`src/rtl/usb4_tx_pkg.sv`:
```
// Shared types and ordered-set constants for the USB4 logical-layer lane transmit path.
// Ordered sets are stored MSB-beat-first; per-lane and per-symbol fields are patched in by os_word_f.
package usb4_tx_pkg;

  typedef enum logic [3:0] {
    DSEL_IDLE   = 4'd0,
    DSEL_G3_TS1 = 4'd2,
    DSEL_G3_TS2 = 4'd3,
    DSEL_G4_TS2 = 4'd5,
    DSEL_G4_TS3 = 4'd6,
    DSEL_G4_TS4 = 4'd7,
    DSEL_DATA   = 4'd8,
    DSEL_ZERO   = 4'd9
  } dsel_e;

  typedef enum logic [1:0] {
    ST_IDLE,
    ST_OS,
    ST_DATA,
    ST_ZERO
  } tx_state_e;

  localparam int OS_W_MAX = 64;

  localparam logic [63:0] G3_TS1 = 64'h4B00_F0E1_D2C3_B4A5;
  localparam logic [63:0] G3_TS2 = 64'h4D00_A5B4_C3D2_E1F0;
  localparam logic [63:0] G4_TS2 = 64'h7E02_D000_1111_2222;
  localparam logic [63:0] G4_TS3 = 64'h7E03_D000_3333_4444;
  localparam logic [63:0] G4_TS4 = 64'h7E04_D000_0000_5555;

  localparam int LANE_IDX_LSB = 48;
  localparam int LANE_IDX_MSB = 55;
  localparam int SYM_LSB      = 40;
  localparam int SYM_MSB      = 43;
  localparam int SYM_INV_LSB  = 36;
  localparam int SYM_INV_MSB  = 39;

  function automatic logic is_os_sel(input logic [3:0] sel);
    case (sel)
      DSEL_G3_TS1, DSEL_G3_TS2, DSEL_G4_TS2, DSEL_G4_TS3, DSEL_G4_TS4: return 1'b1;
      default: return 1'b0;
    endcase
  endfunction

  // Gen3 sets carry the lane number; TS4 carries the symbol count and its complement.
  function automatic logic [63:0] os_word_f(input logic [3:0] sel, input logic [7:0] lane,
                                            input logic [3:0] sym);
    logic [63:0] w;
    w = '0;
    case (sel)
      DSEL_G3_TS1: begin
        w = G3_TS1;
        w[LANE_IDX_MSB:LANE_IDX_LSB] = lane;
      end
      DSEL_G3_TS2: begin
        w = G3_TS2;
        w[LANE_IDX_MSB:LANE_IDX_LSB] = lane;
      end
      DSEL_G4_TS2: w = G4_TS2;
      DSEL_G4_TS3: w = G4_TS3;
      DSEL_G4_TS4: begin
        w = G4_TS4;
        w[SYM_MSB:SYM_LSB]         = sym;
        w[SYM_INV_MSB:SYM_INV_LSB] = ~sym;
      end
      default: w = '0;
    endcase
    return w;
  endfunction

endpackage

```
`src/rtl/os_beat_serializer.sv`:
```
// Per-lane ordered-set serializer: holds one OS word and presents it LANE_W bits at a time,
// MSB beat first, each beat held BEAT_HOLD cycles; flags the final cycle of the last beat.
module os_beat_serializer #(
  parameter int LANE_W    = 8,
  parameter int OS_W      = 64,
  parameter int BEAT_HOLD = 1
) (
  input  logic              clk,
  input  logic              rst,
  input  logic              load,
  input  logic              advance,
  input  logic [OS_W-1:0]   os_word,
  output logic [LANE_W-1:0] beat,
  output logic              last
);

  localparam int NBEATS = OS_W / LANE_W;
  localparam int BW     = $clog2(NBEATS) + 1;
  localparam int HW     = $clog2(BEAT_HOLD) + 1;

  logic [OS_W-1:0] word_p0;
  logic [OS_W-1:0] shifted;
  logic [BW-1:0]   beat_p0;
  logic [HW-1:0]   hold_p0;
  logic            beat_end;

  assign beat_end = (hold_p0 == HW'(BEAT_HOLD - 1));
  assign last     = beat_end && (beat_p0 == BW'(NBEATS - 1));
  assign shifted  = word_p0 << (int'(beat_p0) * LANE_W);
  assign beat     = shifted[OS_W-1 -: LANE_W];

  // Stage p0: OS word capture
  always_ff @(posedge clk) begin
    if (load) word_p0 <= os_word;
  end

  always_ff @(posedge clk or posedge rst) begin
    if (rst) begin
      beat_p0 <= '0;
      hold_p0 <= '0;
    end else if (load) begin
      beat_p0 <= '0;
      hold_p0 <= '0;
    end else if (advance) begin
      if (beat_end) begin
        hold_p0 <= '0;
        if (!last) beat_p0 <= beat_p0 + BW'(1);
      end else begin
        hold_p0 <= hold_p0 + HW'(1);
      end
    end
  end

endmodule

```
`src/rtl/os_lane_tx_scheduler.sv`:
```
// Multi-lane logical-layer transmit scheduler: ordered-set repeat/serialization per lane,
// striped transport data with valid/ready, and a zero/idle fill, selected by the LTSSM's d_sel.
module os_lane_tx_scheduler
  import usb4_tx_pkg::*;
#(
  parameter int LANES     = 2,
  parameter int LANE_W    = 8,
  parameter int OS_W      = 64,
  parameter int BEAT_HOLD = 1
) (
  input  logic                    clk,
  input  logic                    rst,
  input  logic [3:0]              d_sel,
  input  logic [7:0]              os_repeat,
  input  logic [LANES*LANE_W-1:0] tx_data,
  input  logic                    tx_valid,
  output logic                    tx_ready,
  output logic [LANES*LANE_W-1:0] lane_tx,
  output logic                    tx_lanes_on,
  output logic                    os_sent,
  output logic                    os_done
);

  tx_state_e               state_p0, state_nxt;
  logic [3:0]              sel_p0, sel_nxt;
  logic [7:0]              os_cnt_p0, cnt_nxt, cnt_inc;
  logic [3:0]              sym_p0, sym_nxt;
  logic                    os_done_p0, done_nxt;
  logic                    os_sent_p0, sent_nxt;
  logic                    lanes_on_p0, on_nxt;
  logic                    vld_p0;
  logic [LANES*LANE_W-1:0] data_p0;
  logic                    load, advance, redecide, ser_last;
  logic [LANES*LANE_W-1:0] os_beats;
  logic [LANES-1:0]        lane_last;

  function automatic logic [7:0] sat_inc8(input logic [7:0] v);
    return (v == 8'hFF) ? v : v + 8'd1;
  endfunction

  function automatic logic [3:0] sat_inc4(input logic [3:0] v);
    return (v == 4'hF) ? v : v + 4'd1;
  endfunction

  for (genvar i = 0; i < LANES; i++) begin : g_lane
    logic [OS_W_MAX-1:0] word_full;
    assign word_full = os_word_f(sel_nxt, 8'(i), sym_nxt);
    os_beat_serializer #(
      .LANE_W   (LANE_W),
      .OS_W     (OS_W),
      .BEAT_HOLD(BEAT_HOLD)
    ) u_ser (
      .clk    (clk),
      .rst    (rst),
      .load   (load),
      .advance(advance),
      .os_word(word_full[OS_W-1:0]),
      .beat   (os_beats[i*LANE_W +: LANE_W]),
      .last   (lane_last[i])
    );
  end

  // All lanes run in lockstep, so any lane's last flag marks the OS boundary.
  assign ser_last = &lane_last;
  assign tx_ready = (state_p0 == ST_DATA) && (d_sel == DSEL_DATA);

  always_comb begin
    state_nxt = state_p0;
    sel_nxt   = sel_p0;
    cnt_nxt   = os_cnt_p0;
    sym_nxt   = sym_p0;
    done_nxt  = os_done_p0;
    sent_nxt  = 1'b0;
    on_nxt    = lanes_on_p0;
    load      = 1'b0;
    advance   = 1'b0;
    redecide  = 1'b0;
    cnt_inc   = sat_inc8(os_cnt_p0);
    case (state_p0)
      ST_IDLE: redecide = 1'b1;
      ST_OS: begin
        if (!os_done_p0) begin
          advance = 1'b1;
          if (ser_last) begin
            sent_nxt = 1'b1;
            on_nxt   = 1'b1;
            if (d_sel != sel_p0) begin
              redecide = 1'b1;
            end else begin
              cnt_nxt = cnt_inc;
              if (sel_p0 == DSEL_G4_TS4) sym_nxt = sat_inc4(sym_p0);
              if ((os_repeat != 8'd0) && (cnt_inc == os_repeat)) done_nxt = 1'b1;
              else load = 1'b1;
            end
          end
        end else if (d_sel != sel_p0) begin
          redecide = 1'b1;
        end
      end
      ST_DATA: redecide = (d_sel != DSEL_DATA);
      ST_ZERO: redecide = (d_sel != DSEL_ZERO);
      default: redecide = 1'b1;
    endcase
    // A new selection always starts with fresh repeat, done and symbol state.
    if (redecide) begin
      sel_nxt  = d_sel;
      cnt_nxt  = 8'd0;
      sym_nxt  = 4'd0;
      done_nxt = 1'b0;
      if (is_os_sel(d_sel)) begin
        state_nxt = ST_OS;
        load      = 1'b1;
      end else if (d_sel == DSEL_DATA) begin
        state_nxt = ST_DATA;
      end else if (d_sel == DSEL_ZERO) begin
        state_nxt = ST_ZERO;
      end else begin
        state_nxt = ST_IDLE;
      end
    end
  end

  // Stage p0: control registers
  always_ff @(posedge clk or posedge rst) begin
    if (rst) begin
      state_p0    <= ST_IDLE;
      sel_p0      <= DSEL_IDLE;
      os_cnt_p0   <= 8'd0;
      sym_p0      <= 4'd0;
      os_done_p0  <= 1'b0;
      os_sent_p0  <= 1'b0;
      lanes_on_p0 <= 1'b0;
      vld_p0      <= 1'b0;
    end else begin
      state_p0    <= state_nxt;
      sel_p0      <= sel_nxt;
      os_cnt_p0   <= cnt_nxt;
      sym_p0      <= sym_nxt;
      os_done_p0  <= done_nxt;
      os_sent_p0  <= sent_nxt;
      lanes_on_p0 <= on_nxt;
      vld_p0      <= tx_valid && tx_ready;
    end
  end

  always_ff @(posedge clk) begin
    if (tx_valid && tx_ready) data_p0 <= tx_data;
  end

  always_comb begin
    lane_tx = '0;
    if (vld_p0) lane_tx = data_p0;
    else if ((state_p0 == ST_OS) && !os_done_p0) lane_tx = os_beats;
  end

  assign os_sent     = os_sent_p0;
  assign os_done     = os_done_p0;
  assign tx_lanes_on = lanes_on_p0;

endmodule

```
`config.mk`:
```
export PLATFORM = sky130hd
export DESIGN_NAME = os_lane_tx_scheduler
export DESIGN_NICKNAME = d
export VERILOG_FILES = /design/src/rtl/usb4_tx_pkg.sv /design/src/rtl/os_beat_serializer.sv /design/src/rtl/os_lane_tx_scheduler.sv
export SDC_FILE = /design/constraint.sdc
export NUM_CORES = 1
export LEC_CHECK = 0
export CORE_MARGIN = 2
export CORE_UTILIZATION = 39
export CTS_CLUSTER_SIZE = 14
export DETAILED_ROUTE_END_ITERATION = 12
export SYNTH_ARGS = -nofsm -noshare
export SYNTH_HDL_FRONTEND = slang
export SYNTH_SLANG_ARGS = --single-unit
```
`constraint.sdc`:
```
create_clock -name clk -period 3.1 [get_ports clk]
set_input_delay 0.775 -clock clk [delete_from_list [all_inputs] [get_ports clk]]
set_output_delay 0.775 -clock clk [all_outputs]
set_load 0.1 [all_outputs]
```
==> results by group, run 1 <==
Logic synthesis
  – Top FF cell, synth: edfxtp_1
  – Flops & latches, synth: 73
  – Top-count cell post-synth: nand2_1
  – Sequential area share after synthesis: 0.476
  – Number of flops mapped to enable cells by yosys: 43
  – Yosys cell types: 64
  – Dominant cells by area after synthesis: edfxtp_1 30%, dfrtp_1 18%, nand2_1 4.6%
  – Most common library cells after synthesis: 52 x nand2_1, 43 x edfxtp_1, 37 x a21oi_1
  – Ys async rst share: 0.411
  – Yosys Warn Count: 0
  – Mapped cell area: 4290 um2
  – Mapped Cells: 432
  – Yosys top cell area share: 0.301
  – Cell taking the most area after synthesis: edfxtp_1
  – Syn avg cell area: 9.92 um2
  – Post-Syn Nets: 467

Clocking
  – Sink Count: 73
  – Htree depth: 3
  – CTS max path bufs: 2
  – Clk slew on worst S/H paths: 0.08 ns
  – TritonCTS clock tree: built
  – Root buffer cell: clkbuf_8
  – Worst skew pair latency: 0.37 ns
  – CTS buffer count: 9

Critical path
  – CP Launch Type: register
  – Critical path's slowest cell: dfrtp_2
  – Critical-path cell list: or3b_4 -> or3_4 -> a21oi_1 -> o21ai_0 -> nand2_2 -> buf_12
  – Crit path max-delay family: simple AND/OR/NAND/NOR gates
  – CP arrival: 2.25 ns
  – Max FO, Critical Path: 6
  – CP peak stage delay: 0.47 ns
  – Req. time, crit path: 2.32 ns
  – Critical Setup Path Class: register to output port
  – Crit path capture type: output port
  – Worst Path Buf+Inv: 1

Global routing
  – Grt ovf: 0
  – Initial antenna violation count: 0
  – Total GRT Usage: 0.201
  – Largest net degree at the start of global routing: 31
  – Vias in the first global route: 3526
  – Global-route wire length before repair: 18100 um

STA
  – Tmin final: 3.03 ns
  – Crit share post-route: 0.976
  – Hold_ws: 0.469 ns
  – Worst Max-Slew Pin Slew: 0.449 ns
  – Max Freq: 330 MHz
  – Rel. slew slack: 0.700
  – Final Hold Fails: 0
  – Slew Viols, Final: 0
  – Finish-stage setup viols: 0
  – Setup Skew: 0.00848 ns
  – RSZ-0062 raised after global routing: no

Routing
  – Vias per cell: 5.48
  – Via count: 3542
  – 1st-iter DRT viols: 148
  – Avg WL per Cell: 17.2 um
  – Total Routed Length: 11100 um
  – # DRC: 0
  – DRT Pass-1 Iters: 4
  – Post-DRT Antenna Nets: 0

Floorplan
  – Core box area: 10800 um2
  – Die W: 109 um
  – # IOs: 51
  – Die H: 109 um
  – Die area: 11800 um2
  – Row cnt: 38
  – Initial Util: 0.397

Layout
  – Synth-to-layout area growth: 31.9%
  – # diodes: 0
  – Final Util: 0.524
  – Layout cells sized above 1: 0.227
  – Non-Filler Instances: 646
  – # nets final: 536

Place
  – RePlAce Congestion: 0.932
  – Port bufs: 50
  – Cell count after placement: 629
  – DP HPWL: 8280 um

Power
  – Clock power frac: 0.135
  – Flop pwr share: 0.240
  – Internal Pwr Total: 3.25 mW
  – Final Power: 6.25 mW
  – Lkg Pwr: 2.27 nW
  – PwrDens: 1110 nW/um2
  – Psw: 3.00 mW
  – Sw Share: 0.480
  – IR drop worst, VDD: 0.00111 V
  – Gate power share: 0.625

Status
  – Status: completed

Min path
  – Hold crit path type: register to register

Job
  – Max cap viols: 0
-- routing by layer --
metal | GRT usage | vias to the layer above | part of all wire
li1 | - | 1730 | -
met1 | 0.276 | 1709 | 0.46
met2 | 0.317 | 89 | 0.47
met3 | 0.0412 | 14 | 0.049
met4 | 0.0687 | 0 | 0.018
met5 | 0 | - | 0
-- worst reg2reg max path: stages (launching register included) --
cell       delay (ns)
dfrtp_1          0.50
ha_1             0.36
nand3_1          0.22
o2111ai_1        0.39
xor2_1           0.22
nand2_1          0.08
and4_1           0.21
nand4_1          0.13
a21o_1           0.17
buf_12           0.18
-- placed cells by master, fill, tap and decap left out, types with 5 or more instances in the layout --
cell and instances:
clkbuf_8 9, o21ai_0 17, mux2i_1 18, dfrtp_1 27, nand4_1 8, and3_1 7, nand3_1 9, a311oi_1 7
nand2_1 51, buf_4 38, nand3b_1 5, a31oi_1 5, nor2_1 32, nor2b_1 13, clkdlybuf4s50_1 26, nor3_1 6
buf_12 19, edfxtp_1 43, inv_1 13, o21ai_2 10, a21oi_1 37, xor2_1 8, mux4_2 6
-- power groups by stage --
| stage | logic (mW) | clock network [mW] | registers [mW] |
|---|---|---|---|
| after detailed placement | 3.88 | 0 | 1.52 |
| after CTS | 3.90 | 0.859 | 1.50 |
| final | 3.91 | 0.844 | 1.50 |
| after global routing | 4.15 | 0.896 | 1.53 |
| after global placement | 3.82 | 0 | 1.51 |
| after floorplan | 2.62 | 0 | 1.46 |
-- repair_timing --
action,CTS,global route
pin swaps,3,1
setup buffers,1,0
endpoints found under the hold margin,0,0
gates resized for setup,6,8
endpoints found under the setup margin,1,4
hold buffers,0,0
-- area by class of cell --
class                   instances  area (um2)
fillers                       957        5140
multi-input cells             316        2190
flip-flops and latches         73        2050
repair buffers                 87         965
well taps                     140         175
clock buffers                  10         128
clock inverters                 6        91.3
inverters                      14        52.6
-- kinds of logic after synthesis --
logic type | share of synthesized area
xor+xnor | 0.0306
flops | 0.476
fa+ha+maj | 0.0117
mux | 0.0771
simple gates | 0.200
buf+inv | 0.0432
compound gates | 0.161
-- worst paths after layout --
| kind | start | end | slack, ns | depth (start not counted) |
|---|---|---|---|---|
| worst max register to register | os_cnt_p0[0] | g_lane[0].u_ser.word_p0[58] | 0.33 | 9 |
| min in group asynchronous | rst | sel_p0[1] | 0.78 | 3 |
| worst max-delay path | state_p0[1] | lane_tx[9] | 0.07 | 6 |
| worst min-delay path | tx_lanes_on | tx_lanes_on | 0.47 | 1 |
| max in group asynchronous | rst | os_done | 1.98 | 3 |
| worst min register to register | tx_lanes_on | tx_lanes_on | 0.47 | 1 |
-- metrics by stage --
step | setup WS [ns] | area, um2 | setup TNS [ns]
final | 0.0739 | 5650 | 0
after detailed placement | -0.0700 | 5380 | -1.31
after global routing | 0.00857 | 5650 | 0
after CTS | 0.00136 | 5620 | 0
after floorplan | -0.280 | 4380 | -1.14
after global placement | -0.0454 | 5380 | -1.23
-- flip-flops by register name, indices dropped and copies added (netlist names) --
signal,flops
state_p0,2
os_cnt_p0,8
os_done,1
tx_lanes_on,1
sel_p0,4
data_p0,16
g_lane.u_ser.beat_p0,8
os_sent,1
g_lane.u_ser.word_p0,27
vld_p0,1
sym_p0,4
Note: power is estimated with default switching activity, not from simulation.
==> inputs of run 2 (changes only) <==
--- a/config.mk
+++ b/config.mk
@@ -6,4 +6,5 @@
 export NUM_CORES = 1
 export LEC_CHECK = 0
+export ABC_AREA = 1
 export CORE_MARGIN = 2
 export CORE_UTILIZATION = 39
==> constraint.sdc (replaced) <==
create_clock -name clk -period 3.1 [get_ports clk]
set_input_delay 0.775 -clock clk [delete_from_list [all_inputs] [get_ports clk]]
set_output_delay 0.775 -clock clk [all_outputs]
set_load 0.005 [all_outputs]
==> results by group, run 2 <==
Clocking
  – Sink Count: 73 (unchanged)
  – CTS max path bufs: 2 (unchanged)
  – Worst skew pair latency: 0.34 ns (was 0.37 ns)
  – CTS buffer count: 9 (unchanged)
  – Htree depth: 3 (unchanged)
  – Clk slew on worst S/H paths: 0.06 ns (was 0.08 ns)
  – TritonCTS clock tree: built (unchanged)
  – Root buffer cell: clkbuf_16 (was clkbuf_8)

Critical path
  – Critical path's slowest cell: clkdlybuf4s50_1 (was dfrtp_2)
  – CP Launch Type: primary input (was register)
  – Req. time, crit path: 2.32 ns (about the same)
  – CP Depth: 4 (was 6)
  – Worst Path Buf+Inv: 2 (was 1)
  – Reg2reg end: g_lane[0].u_ser.word_p0[56] (was g_lane[0].u_ser.word_p0[58])
  – Crit path capture type: output port (unchanged)
  – Worst Reg-to-Reg Cells: 14 (was 9)
  – CP peak stage delay: 0.53 ns (was 0.47 ns)
  – Critical-path cell list: clkdlybuf4s50_1 -> nor2_1 -> and2_1 -> clkdlybuf4s50_1 (was or3b_4 -> or3_4 -> a21oi_1 -> o21ai_0 -> nand2_2 -> buf_12)
  – Crit path max-delay family: buffers and inverters (was simple AND/OR/NAND/NOR gates)
  – Reg2reg setup slack: 0.41 ns (was 0.33 ns)
  – Reg2Reg Launch Point: os_cnt_p0[0] (unchanged)
  – Max FO, Critical Path: 5 (was 6)
  – Cell mode on critical path: clkdlybuf4s50_1
  – Critical Setup Path Class: primary input to output port (was register to output port)
  – CP arrival: 2.21 ns (was 2.25 ns)

Min path
  – Beginning of the worst hold path: tx_lanes_on (unchanged)
  – Min-Delay Path Depth: 1 (unchanged)
  – Worst hold endpoint: tx_lanes_on (unchanged)
  – Hold crit path type: register to register (unchanged)

Floorplan
  – Row cnt: 38 (unchanged)
  – # IOs: 51 (unchanged)
  – Die H: 111 um (was 109 um)
  – Die area: 12200 um2 (was 11800 um2)
  – Core box area: 10900 um2 (was 10800 um2)
  – Initial Util: 0.405 (was 0.397)
  – Die W: 111 um (was 109 um)

Logic synthesis
  – Most common library cells after synthesis: 125 x nand2_1, 74 x inv_1, 46 x nand3_1 (was 52 x nand2_1, 43 x edfxtp_1, 37 x a21oi_1)
  – Top FF cell, synth: edfxtp_1 (unchanged)
  – Mapped Cells: 539 (was 432)
  – Number of flops mapped to enable cells by yosys: 43 (unchanged)
  – Yosys Warn Count: 0 (unchanged)
  – Flops & latches, synth: 73 (unchanged)
  – Syn avg cell area: 8.21 um2 (was 9.92 um2)
  – Yosys cell types: 45 (was 64)
  – Area share of fa/ha/maj cells after synthesis: 0.0113 (was 0.0117)
  – Top-count cell post-synth: nand2_1 (unchanged)
  – Post-Syn Nets: 574 (was 467)
  – Sequential area share after synthesis: 0.461 (was 0.476)
  – Cell taking the most area after synthesis: edfxtp_1 (unchanged)
  – Compound-cell area share of the yosys netlist: 0.135 (was 0.161)
  – Dominant cells by area after synthesis: edfxtp_1 29%, dfrtp_1 17%, nand2_1 11% (was edfxtp_1 30%, dfrtp_1 18%, nand2_1 4.6%)
  – Mux contribution to synthesized area: 0 (was 0.0771)
  – Largest family of logic cells by synthesized area: simple AND/OR/NAND/NOR gates (unchanged)
  – Yosys top cell area share: 0.292 (was 0.301)
  – Ys async rst share: 0.411 (unchanged)
  – Synth Area in Simple Gates: 0.283 (was 0.200)
  – Mapped cell area: 4430 um2 (was 4290 um2)
  – Post-Synth XOR/XNOR Area: 0.0158 (was 0.0306)

Place
  – Placement Cell Area: 5150 um2 (was 5380 um2)
  – Dpl ws: 0.104 ns (was -0.0700 ns)
  – Port bufs: 50 (unchanged)
  – DP HPWL: 8670 um (was 8280 um)
  – Cell count after placement: 730 (was 629)
  – RePlAce Congestion: 0.881 (was 0.932)

Global routing
  – Initial antenna violation count: 0 (unchanged)
  – Global-route wire length before repair: 19100 um (was 18100 um)
  – GR peak layer: met2 (unchanged)
  – Met1 Track Usage GR: 0.277 (was 0.276)
  – Vias in the first global route: 3684 (was 3526)
  – Met2 layer usage reported by global route: 0.288 (was 0.317)
  – Total GRT Usage: 0.194 (was 0.201)
  – Grt ovf: 0 (unchanged)
  – Global routing usage on met3: 0.0510 (was 0.0412)
  – Largest net degree at the start of global routing: 32 (was 31)

Layout
  – Number of fill cells: 1054 (was 957)
  – Biggest register: g_lane.u_ser.word_p0 (unchanged)
  – Non-Filler Instances: 747 (was 646)
  – # diodes: 0 (unchanged)
  – Multi-input gate area: 2030 um2 (was 2190 um2)
  – Layout cells sized above 1: 0.161 (was 0.227)
  – Commonest cells after routing, fill and taps aside: 123 x nand2_1, 71 x inv_1, 47 x clkdlybuf4s50_1 (was 51 x nand2_1, 43 x edfxtp_1, 38 x buf_4)
  – Final instance area: 5520 um2 (was 5650 um2)
  – Commonest non-fill, non-tap cell in the layout: nand2_1 (unchanged)
  – Largest regs: g_lane.u_ser.word_p0 x27, data_p0 x16 (unchanged)
  – # nets final: 637 (was 536)
  – FF/Latch Area: 2040 um2 (was 2050 um2)
  – Synth-to-layout area growth: 24.7% (was 31.9%)
  – Max FFs per register: 27 (unchanged)

Routing
  – Post-DRT Antenna Nets: 0 (unchanged)
  – # DRC: 0 (unchanged)
  – Avg WL per Cell: 15.2 um (was 17.2 um)
  – Total Routed Length: 11300 um (was 11100 um)
  – Via count: 3830 (was 3542)
  – DRT Pass-1 Iters: 5 (was 4)
  – 1st-iter DRT viols: 230 (was 148)
  – Vias per cell: 5.13 (was 5.48)

Status
  – Status: completed (unchanged)

Power
  – Sw Share: 0.381 (was 0.480)
  – Flop pwr share: 0.347 (was 0.240)
  – Lkg Pwr: 2.53 nW (was 2.27 nW)
  – Psw: 1.52 mW (was 3.00 mW)
  – Internal Pwr Total: 2.47 mW (was 3.25 mW)
  – PwrDens: 725 nW/um2 (was 1110 nW/um2)
  – Gate power share: 0.397 (was 0.625)
  – Clock power frac: 0.256 (was 0.135)
  – IR drop worst, VDD: 0.000370 V (was 0.00111 V)

Job
  – Max cap viols: 0 (unchanged)

STA
  – RSZ-0062 raised after global routing: yes (was no)
  – Rel. slew slack: 0.730 (was 0.700)
  – Setup Skew: 0.00686 ns (was 0.00848 ns)
  – Tmin final: 2.98 ns (was 3.03 ns)
  – Worst Max-Slew Pin Slew: 0.405 ns (was 0.449 ns)
  – Crit share post-route: 0.962 (was 0.976)
  – Slew Viols, Final: 0 (unchanged)
  – Final worst slack: 0.116 ns (was 0.0739 ns)
  – Max Freq: 335 MHz (was 330 MHz)
  – Finish-stage setup viols: 0 (unchanged)
  – Final TNS setup: 0 ns (unchanged)
  – Final Hold Fails: 0 (unchanged)
  – Hold_ws: 0.492 ns (was 0.469 ns)
==> run 2: area by class of cell <==
type / count / share of cell area
Inverter: 84 / 0.0583
Clock inverter: 5 / 0.0102
Timing Repair Buffer: 69 / 0.120
Multi-Input combinational cell: 365 / 0.367
Tap cell: 140 / 0.0317
Sequential cell: 73 / 0.370
Clock buffer: 11 / 0.0422
==> run 2: power groups by stage <==
| stage | clock [mW] | sequential [mW] | combinational [mW] |
|---|---|---|---|
| 3_3_place_gp | 0 | 1.39 | 1.52 |
| 2_1_floorplan | 0 | 1.30 | 1.09 |
| 3_5_place_dp | 0 | 1.39 | 1.54 |
| 6_report | 1.02 | 1.39 | 1.59 |
| 5_1_grt | 1.09 | 1.40 | 1.78 |
| 4_1_cts | 1.05 | 1.38 | 1.57 |
==> run 2: cell families after synthesis <==
logic type,count (synthesis)
adder cells (fa/ha/maj),4
buffers and inverters,101
XOR/XNOR,8
AND/OR/NAND/NOR,259
flip-flops,73
AO/OA/AOI/OAI,94
==> run 2: how the worst max path moves through the flow <==
stage	from	endpoint	slack (ns)
finish	d_sel[0]	tx_ready	0.12
global route	state_p0[0]	lane_tx[6]	-0.03
CTS	state_p0[0]	lane_tx[14]	0.0007
detailed placement	d_sel[0]	g_lane[0].u_ser.word_p0[57]	0.10
global placement	d_sel[2]	tx_ready	0.13
floorplan	state_p0[1]	lane_tx[14]	0.82
==> run 2: metrics by stage <==
step                 util  total power [mW]
finish              0.505              4.00
floorplan               -              2.38
global route        0.505              4.27
detailed placement  0.471              2.93
global placement    0.471              2.90
CTS                 0.501              4.00
==> run 2: per-layer routing <==
metal / part of all wire / wire [um]
met1: 0.50 / 5650
met2: 0.43 / 4900
met3: 0.052 / 587
met4: 0.018 / 209
met5: 0 / 0
==> run 2: repair_timing <==
| item | in CTS | in global routing |
|---|---|---|
| hold buffers | 0 | 0 |
| setup buffers | 0 | 1 |
| pin swaps | 0 | 1 |
| resized for setup | 9 | 12 |
| endpoints found under the setup margin | 14 | 14 |
==> inputs of run 3 (changes only) <==
- PLACE_DENSITY: not set -> 0.54
- SYNTH_HIERARCHICAL: not set -> 1
==> results by group, run 3 <==
Logic synthesis
  – Ys async rst share: 0.172 (was 0.411)
  – Cell taking the most area after synthesis: edfxtp_1 (unchanged)
  – Mapped Cells: 963 (was 539)
  – Dominant cells by area after synthesis: edfxtp_1 50%, nand2_1 12%, dfrtp_1 8.6% (was edfxtp_1 29%, dfrtp_1 17%, nand2_1 11%)
  – Yosys cell types: 41 (was 45)
  – Number of flops mapped to enable cells by yosys: 144 (was 43)
  – Yosys Warn Count: 6 (was 0)
  – Most common library cells after synthesis: 284 x nand2_1, 176 x inv_1, 144 x edfxtp_1 (was 125 x nand2_1, 74 x inv_1, 46 x nand3_1)
  – Sequential area share after synthesis: 0.584 (was 0.461)
  – Syn avg cell area: 9.02 um2 (was 8.21 um2)
  – Yosys top cell area share: 0.498 (was 0.292)
  – Top FF cell, synth: edfxtp_1 (unchanged)
  – Top-count cell post-synth: nand2_1 (unchanged)
  – Flops & latches, synth: 174 (was 73)
  – Mapped cell area: 8690 um2 (was 4430 um2)

Place
  – RePlAce Congestion: 0.800 (was 0.881)
  – Port bufs: 50 (unchanged)
  – Placement Cell Area: 9810 um2 (was 5150 um2)
  – DP HPWL: 14400 um (was 8670 um)

Critical path
  – Max FO, Critical Path: 9 (was 5)
  – CP arrival: 2.10 ns (was 2.21 ns)
  – CP Launch Type: register (was primary input)
  – Critical Setup Path Class: register to output port (was primary input to output port)
  – Crit path capture type: output port (unchanged)
  – Req. time, crit path: 2.32 ns (about the same)

Routing
  – Via count: 6265 (was 3830)
  – Vias per cell: 4.61 (was 5.13)
  – Post-DRT Antenna Nets: 0 (unchanged)
  – # DRC: 0 (unchanged)
  – DRT Pass-1 Iters: 6 (was 5)
  – 1st-iter DRT viols: 424 (was 230)
  – Total Routed Length: 19900 um (was 11300 um)
  – Avg WL per Cell: 14.7 um (was 15.2 um)

STA
  – Max Freq: 348 MHz (was 335 MHz)
  – Finish-stage setup viols: 0 (unchanged)
  – Final TNS setup: 0 ns (unchanged)
  – Slew Viols, Final: 0 (unchanged)
  – Hold_ws: 0.472 ns (was 0.492 ns)
  – Crit share post-route: 0.926 (was 0.962)
  – Final Hold Fails: 0 (unchanged)
  – RSZ-0062 raised after global routing: no (was yes)
  – Tmin final: 2.87 ns (was 2.98 ns)
  – Setup Skew: 0.00894 ns (was 0.00686 ns)

Layout
  – Biggest register: g_lane.u_ser/word_p0 (was g_lane.u_ser.word_p0)
  – Layout cells sized above 1: 0.132 (was 0.161)
  – Final instance area: 10500 um2 (was 5520 um2)
  – Commonest cells after routing, fill and taps aside: 282 x nand2_1, 175 x inv_1, 144 x edfxtp_1 (was 123 x nand2_1, 71 x inv_1, 47 x clkdlybuf4s50_1)
  – Synth-to-layout area growth: 21.3% (was 24.7%)
  – Number of fill cells: 2111 (was 1054)
  – # diodes: 0 (unchanged)
  – Max FFs per register: 128 (was 27)
  – Final Util: 0.483 (was 0.505)
  – Largest regs: g_lane.u_ser/word_p0 x128, data_p0 x16 (was g_lane.u_ser.word_p0 x27, data_p0 x16)
  – # nets final: 1102 (was 637)
  – Commonest non-fill, non-tap cell in the layout: nand2_1 (unchanged)

Clocking
  – Clk slew on worst S/H paths: 0.07 ns (was 0.06 ns)
  – Root buffer cell: clkbuf_16 (unchanged)
  – TritonCTS clock tree: built (unchanged)
  – Worst skew pair latency: 0.43 ns (was 0.34 ns)
  – Htree depth: 4 (was 3)
  – CTS max path bufs: 2 (unchanged)
  – Sink Count: 174 (was 73)
  – CTS buffer count: 17 (was 9)
  – # Post-CTS Setup Buffers: 0 (unchanged)
  – CTS Hold Bufs: 0 (unchanged)

Floorplan
  – Die W: 153 um (was 111 um)
  – Core box area: 21800 um2 (was 10900 um2)
  – Initial Util: 0.398 (was 0.405)
  – Die area: 23500 um2 (was 12200 um2)
  – Row cnt: 54 (was 38)
  – Die H: 153 um (was 111 um)
  – # IOs: 51 (unchanged)

Power
  – Final Power: 9.03 mW (was 4.00 mW)
  – Lkg Pwr: 5.05 nW (was 2.53 nW)
  – IR drop worst, VDD: 0.000465 V (was 0.000370 V)
  – PwrDens: 857 nW/um2 (was 725 nW/um2)

Job
  – Max cap viols: 0 (unchanged)

Global routing
  – Total GRT Usage: 0.177 (was 0.194)
  – Initial antenna violation count: 0 (unchanged)
  – Largest net degree at the start of global routing: 34 (was 32)
  – Global-route wire length before repair: 32200 um (was 19100 um)
  – Grt ovf: 0 (unchanged)
  – Vias in the first global route: 6018 (was 3684)

Min path
  – Hold crit path type: register to register (unchanged)

Status
  – Status: completed (unchanged)
-- run 3: cell count changes after synthesis, sizes merged, moves of 8 or more --
cell    delta
nand3     +70
buf       +23
a21oi     -18
inv      +103
o21ai     -16
nor2      +18
clkbuf     -8
nand2    +170
edfxtp   +101
-- run 3: area by class of cell --
cell class,instances,area [um2],share of cell area
inverter,188,718,0.0682
multi-input combinational,596,2850,0.271
timing repair buffer,90,901,0.0855
clock inverter,15,211,0.0201
clock buffer,17,425,0.0404
sequential,174,5080,0.482
tap,280,350,0.0333
-- run 3: metal layers --
layer  wire (um)  part of all wire  vias up  track usage
li1            -                 -     3245            -
met4         290             0.015        0       0.0525
met2        9830              0.49       92        0.300
met3         559             0.028       17       0.0312
met5           0                 0        -            0
met1        9250              0.46     2911        0.234
-- run 3: cell families (layout without fill, tap and decap cells) --
logic type,after synthesis,in the layout,synth area share
AO/OA/AOI/OAI,51,51,0.0340
XOR/XNOR,5,5,0.00504
adder cells (fa/ha/maj),4,4,0.00576
buffers and inverters,220,310,0.109
flip-flops,174,174,0.584
other,1,28,0.000432
AND/OR/NAND/NOR,508,508,0.262
-- run 3: power breakdown --
group,internal (mW),switching (mW)
clock network,1.36,0.926
logic,1.17,2.21
registers,3.13,0.233
total,5.66,3.36
-- run 3: per-stage QoR --
step | std cells | setup WS, ns
2_1_floorplan | 990 | 0.00397
3_3_place_gp | 1328 | 0.00814
3_5_place_dp | 1328 | 0.0143
4_1_cts | 1360 | -0.0163
5_1_grt | 1360 | 0.0464
6_report | 1360 | 0.229
-- run 3: worst max-delay path, cell delays in order, from the launching register on --
cell	delay [ns]
dfrtp_2	0.47
buf_4	0.20
nand2_1	0.07
nand3_1	0.10
nand3_1	0.08
nand2_1	0.08
nor2_4	0.16
nand2_1	0.08
o21ai_0	0.15
dlygate4sd2_1	0.26
-- run 3: worst paths after layout --
kind                                       startpoint                           to  slack, ns  cells after the start
max                        g_lane[1].u_ser/beat_p0[0]                  lane_tx[10]       0.23                      9
min                                       tx_lanes_on                  tx_lanes_on       0.47                      1
max reg2reg                g_lane[1].u_ser/beat_p0[0]  g_lane[0].u_ser/word_p0[60]       0.25                     15
min reg2reg                               tx_lanes_on                  tx_lanes_on       0.47                      1
max in group asynchronous                         rst                       vld_p0       1.98                      3
min in group asynchronous                         rst   g_lane[0].u_ser/beat_p0[3]       0.70                      2
-- run 3: what timing repair did --
| action | 4_1_cts | 5_1_grt |
|---|---|---|
| gates resized for setup | 41 | 14 |
| pin swaps | 5 | 0 |
| setup endpoints to repair | 17 | 8 |
| hold endpoints to repair | 0 | 0 |
